### src/rtl/led_seq_pkg.sv
// ----------------------------------------------------------------------------
// led_seq_pkg
// Shared types and constants for the LED shift-register sequencer.
//   seq_state_t      : sequencer FSM states (IDLE, SHIFT, DONE)
//   LED_WIDTH        : depth of the LED shift register (pattern length)
//   DEFAULT_TICK_DIV : default clock cycles per shift step
// ----------------------------------------------------------------------------
package led_seq_pkg;

    localparam int LED_WIDTH        = 10;
    localparam int DEFAULT_TICK_DIV = 4;

    typedef enum logic [1:0] {
        IDLE  = 2'd0,
        SHIFT = 2'd1,
        DONE  = 2'd2
    } seq_state_t;

endpackage

### src/rtl/led_shift_sequencer_tick_prescaler.sv
// ----------------------------------------------------------------------------
// tick_prescaler
// Wrap-around counter 0..DIV-1 that produces a one-cycle tick on the terminal
// count while enabled.
//   clk      : system clock (rising edge)
//   reset    : synchronous active-high reset, counter -> 0
//   i_clear  : synchronous clear, counter -> 0 (restarts the step timing)
//   i_enable : count enable; tick is only produced while enabled
//   o_tick   : high for the cycle in which the counter sits at DIV-1
// ----------------------------------------------------------------------------
module tick_prescaler #(
    parameter int DIV = 4
) (
    input  logic clk,
    input  logic reset,
    input  logic i_clear,
    input  logic i_enable,
    output logic o_tick
);

    // DIV=1 still needs a 1-bit counter; it simply never leaves 0.
    localparam int              CNT_W = (DIV > 1) ? $clog2(DIV) : 1;
    localparam logic [CNT_W-1:0] TERM = CNT_W'(DIV - 1);

    logic [CNT_W-1:0] r_cnt;

    always_ff @(posedge clk) begin
        if (reset || i_clear) begin
            r_cnt <= '0;
        end else if (i_enable) begin
            r_cnt <= (r_cnt == TERM) ? '0 : r_cnt + CNT_W'(1);
        end
    end

    assign o_tick = i_enable && (r_cnt == TERM);

endmodule

### src/rtl/led_shift_sequencer.sv
// ----------------------------------------------------------------------------
// led_shift_sequencer
// Captures a parallel pattern and serialises it MSB-first toward the LED
// shift register, issuing one shift-enable pulse per TICK_DIV clock cycles.
// One-shot or repeating playback, with start/stop/busy/done handshake.
//   clk        : system clock (rising edge)
//   reset      : synchronous active-high reset
//   i_start    : playback request, accepted only in IDLE without i_stop
//   i_pattern  : pattern, captured on the accepted-start cycle
//   i_repeat   : captured with start; 1 = loop until stopped
//   i_stop     : abort playback (level or pulse)
//   o_val      : serial bit, pattern[o_bit_idx] in SHIFT, 0 elsewhere
//   o_shift_en : one-cycle pulse, shift register samples o_val on it
//   o_busy     : high while in SHIFT
//   o_done     : one-cycle pulse on normal completion (one-shot only)
//   o_bit_idx  : index of the bit currently presented on o_val
//
// Handshake: i_start is a request sampled on the rising edge; it is taken
// only when the FSM is IDLE and i_stop is low. o_busy rises the cycle after
// acceptance and o_done pulses once after the last shift of a one-shot pass.
// ----------------------------------------------------------------------------
module led_shift_sequencer
    import led_seq_pkg::*;
#(
    parameter int WIDTH    = LED_WIDTH,
    parameter int TICK_DIV = DEFAULT_TICK_DIV
) (
    input  logic                     clk,
    input  logic                     reset,
    input  logic                     i_start,
    input  logic [WIDTH-1:0]         i_pattern,
    input  logic                     i_repeat,
    input  logic                     i_stop,
    output logic                     o_val,
    output logic                     o_shift_en,
    output logic                     o_busy,
    output logic                     o_done,
    output logic [$clog2(WIDTH)-1:0] o_bit_idx
);

    localparam int               IDX_W   = $clog2(WIDTH);
    localparam logic [IDX_W-1:0] IDX_TOP = IDX_W'(WIDTH - 1);

    seq_state_t       r_state;
    seq_state_t       w_next;
    logic [WIDTH-1:0] r_pattern;
    logic             r_repeat;
    logic [IDX_W-1:0] r_bit_idx;

    logic w_accept;
    logic w_tick;
    logic w_presc_en;

    // Prescaler only runs in SHIFT; a stop in the same cycle freezes it so a
    // stop on the terminal count cannot produce a tick.
    assign w_presc_en = (r_state == SHIFT) && !i_stop;

    tick_prescaler #(
        .DIV(TICK_DIV)
    ) u_presc (
        .clk      (clk),
        .reset    (reset),
        .i_clear  (w_accept),
        .i_enable (w_presc_en),
        .o_tick   (w_tick)
    );

    // State register
    always_ff @(posedge clk) begin
        if (reset) begin
            r_state <= IDLE;
        end else begin
            r_state <= w_next;
        end
    end

    // Next state and outputs
    always_comb begin
        w_next     = r_state;
        w_accept   = 1'b0;
        o_shift_en = 1'b0;
        o_busy     = 1'b0;
        o_done     = 1'b0;
        o_val      = 1'b0;
        case (r_state)
            IDLE: begin
                if (i_start && !i_stop) begin
                    w_accept = 1'b1;
                    w_next   = SHIFT;
                end
            end
            SHIFT: begin
                o_busy = 1'b1;
                o_val  = r_pattern[r_bit_idx];
                if (i_stop) begin
                    w_next = IDLE;
                end else if (w_tick) begin
                    o_shift_en = 1'b1;
                    if ((r_bit_idx == '0) && !r_repeat) begin
                        w_next = DONE;
                    end
                end
            end
            DONE: begin
                o_done = 1'b1;
                w_next = IDLE;
            end
            default: begin
                w_next = IDLE;
            end
        endcase
    end

    // Pattern, repeat flag and bit index
    always_ff @(posedge clk) begin
        if (reset) begin
            r_pattern <= '0;
            r_repeat  <= 1'b0;
            r_bit_idx <= IDX_TOP;
        end else if (w_accept) begin
            r_pattern <= i_pattern;
            r_repeat  <= i_repeat;
            r_bit_idx <= IDX_TOP;
        end else if (o_shift_en) begin
            if (r_bit_idx != '0) begin
                r_bit_idx <= r_bit_idx - IDX_W'(1);
            end else if (r_repeat) begin
                // Wrap straight back to the MSB: no gap between passes.
                r_bit_idx <= IDX_TOP;
            end
        end
    end

    assign o_bit_idx = r_bit_idx;

endmodule

### config.mk
export PLATFORM = sky130hd
export DESIGN_NAME = led_shift_sequencer
export DESIGN_NICKNAME = d
export VERILOG_FILES = /design/src/rtl/led_seq_pkg.sv /design/src/rtl/led_shift_sequencer_tick_prescaler.sv /design/src/rtl/led_shift_sequencer.sv
export SDC_FILE = /design/constraint.sdc
export NUM_CORES = 1
export LEC_CHECK = 0
export CAP_MARGIN = 5
export CELL_PAD_IN_SITES_DETAIL_PLACEMENT = 1
export CELL_PAD_IN_SITES_GLOBAL_PLACEMENT = 2
export CORE_MARGIN = 10
export CORE_UTILIZATION = 29
export DETAILED_ROUTE_END_ITERATION = 6
export PLACE_DENSITY = 0.86
export SLEW_MARGIN = 20
export SYNTH_ARGS = -nofsm -noshare
export SYNTH_HDL_FRONTEND = slang
export SYNTH_SLANG_ARGS = --single-unit
### constraint.sdc
create_clock -name clk -period 4.4 [get_ports clk]
set_input_delay 1.32 -clock clk [delete_from_list [all_inputs] [get_ports clk]]
set_output_delay 1.32 -clock clk [all_outputs]
set_load 0.1 [all_outputs]
==> reports/qor.yml <==
layout_commonest_cell: "nand2_1"
final_antenna_net_count: 0
hpwl_um: 1830
min_period_ns: 3.91
netlist.top_cell.by_area: "dfxtp_1"
grt_pass1_vias: 781
final_cell_mix: "22 x nand2_1, 19 x clkdlybuf4s50_1, 19 x dfxtp_1"
vias_per_cell: 5.13
grt_max_degree: 15
p_int_mw: 0.233
grt_first_pass_wirelength_um: 3720
drive_gt1_frac: 0.132
outcome: "complete, no violations"
coreArea_um2: 2830
vdd_ir_drop_max_v: 0.0000974
yosysTopAreaCellShare: 0.435
rsz0062_at_grt: "false"
synth-seq-cells: 19
drt_first_pass_iters: 4
n_antenna_cell: 0
holdBufCountCts: 0
setup_viol: 0
slew_viol_final: 0
vias: 780
cts_tree: "built"
drc: 0
initial_core_util: 0.309
endpoint_kind: "output port"
swShare: 0.243
ys_seq_area_frac: 0.435
numCtsBuffers: 3
drt-wirelength-per-cell_um: 15.3
start_kind: "input pin"
p_leak_nw: 0.423
fin_crit_sh: 0.888
worstPathArrival_ns: 2.59
syn_area_per_cell_um2: 8.92
synthCells: 98
fin_skew_ns: 0.00309
overflow: 0
hold_viol_final: 0
post-place-ws_ns: 0.495
p_switching_mw: 0.0745
clkPwrFrac: 0.286
setup_slack_ns: 0.494
h-tree-depth: 1
grt_usage: 0.0859
area_growth_pct: 31.2
max_cap_viol_count: 0
io_pins: 23
whs_ns: 0.461
relSlewSlack: 0.349
fin_total_pwr_mw: 0.307
rows: 19
powerDensity_nw_per_um2: 268
syn_nets: 114
cp.required_ns: 3.08
post_cts_resized: 0
fin_util: 0.406
drtIter0Drc: 34
yosysUniqueCellTypes: 30
clock_latency_ns: 0.29
die_w_um: 74.9
max_freq_ghz: 0.256
antenna_found_initial: 0
tns_ns: 0
synthesis.area_um2: 875
root_buffer: "clkbuf_4"
die_y_um: 74.9
ys_warn_count: 0
pwr-share-seq: 0.589
gp_congestion: 0.821
cts.sinks: 19
cts_buffer_depth: 2
place_inst: 148
nNetsFinal: 138
hold_path_class: "reg -> reg"
clk_pin_slew_ns: 0.11
crit_path_max_fanout: 6
dieArea_um2: 5610
worstMarginPinSlew_ns: 0.974
synth.area.top_cells: "dfxtp_1 43%, nand2_1 9.4%, a21oi_1 8.0%, mux4_2 5.2%, nor2_1 2.6%"
stdcell_count: 152
final_area_um2: 1150
io_buffer_count: 22
p_comb_frac: 0.125
dpl-instance-area_um2: 1120
cts_setup_buffers: 0
worstSetupPathType: "in -> out"
wl_um: 2330
[state kept, by name, summed over array words and instances, names as in the netlist]
register,flops
r_pattern,10
o_bit_idx,4
r_state,2
u_presc.r_cnt,2
r_repeat,1
[power groups by stage]
stage | registers, mW | clock network, mW | logic [mW]
2_1_floorplan | 0.184 | 0 | 0.0210
3_3_place_gp | 0.185 | 0 | 0.0379
3_5_place_dp | 0.185 | 0 | 0.0389
4_1_cts | 0.181 | 0.0940 | 0.0389
5_1_grt | 0.182 | 0.0988 | 0.0416
6_report | 0.181 | 0.0879 | 0.0383
[critical path: stages]
cell	delay [ns]
clkdlybuf4s50_1	0.52
nand4bb_2	0.39
inv_2	0.17
buf_12	0.19
[cell usage after synthesis]
| cell type | n |
|---|---|
| clkbuf_1 | 1 |
| a31oi_1 | 1 |
| buf_2 | 2 |
| mux2i_1 | 2 |
| inv_1 | 1 |
| nor2b_1 | 2 |
| a21oi_1 | 14 |
| nand3_1 | 3 |
| o31ai_1 | 2 |
| nor3b_2 | 1 |
| mux4_2 | 2 |
| o21ai_0 | 2 |
| nand2b_2 | 1 |
| dfxtp_1 | 19 |
| nand3b_1 | 1 |
| nand2_1 | 22 |
| or4b_4 | 1 |
| inv_2 | 1 |
| nor3_1 | 2 |
| or3b_1 | 1 |
| mux2_2 | 1 |
| a211oi_1 | 1 |
| nor4b_2 | 1 |
| and3b_1 | 1 |
| o2111a_1 | 1 |
| nand4bb_2 | 1 |
| ha_1 | 1 |
| nand4_1 | 3 |
| nor2_1 | 6 |
| buf_6 | 1 |
[logic make-up (layout without fill, tap and decap cells)]
family | after synthesis | after routing | synth area share
AOI/OAI and AO/OA | 21 | 21 | 0.137
buffers and inverters | 6 | 29 | 0.0372
DFF | 19 | 19 | 0.435
adders and majority gates | 1 | 1 | 0.0143
muxes | 5 | 5 | 0.0873
and+or+nand+nor | 46 | 46 | 0.289
[final cells by class]
type                            instances  area, µm²
Timing Repair Buffer                   23        233
Fill cell                             343       1680
Sequential cell                        19        380
Clock buffer                            4       26.3
Multi-Input combinational cell         73        462
Inverter                                2       7.51
Tap cell                               31       38.8
[final timing paths]
kind,start,end,slack [ns],cells after the start
worst min-delay path,r_pattern[8],r_pattern[8],0.46,2
worst max-delay path,i_stop,o_shift_en,0.49,4
worst max register to register,u_presc.r_cnt[0],o_bit_idx[3],2.87,5
worst min register to register,r_pattern[8],r_pattern[8],0.46,2
[layer usage]
| metal | part of all wire | up-vias | track usage |
|---|---|---|---|
| li1 | - | 397 | - |
| met1 | 0.43 | 365 | 0.0917 |
| met2 | 0.51 | 16 | 0.150 |
| met3 | 0.047 | 2 | 0.0171 |
| met4 | 0.017 | 0 | 0.0567 |
| met5 | 0 | - | 0 |
Note: power is estimated with default switching activity, not from simulation.
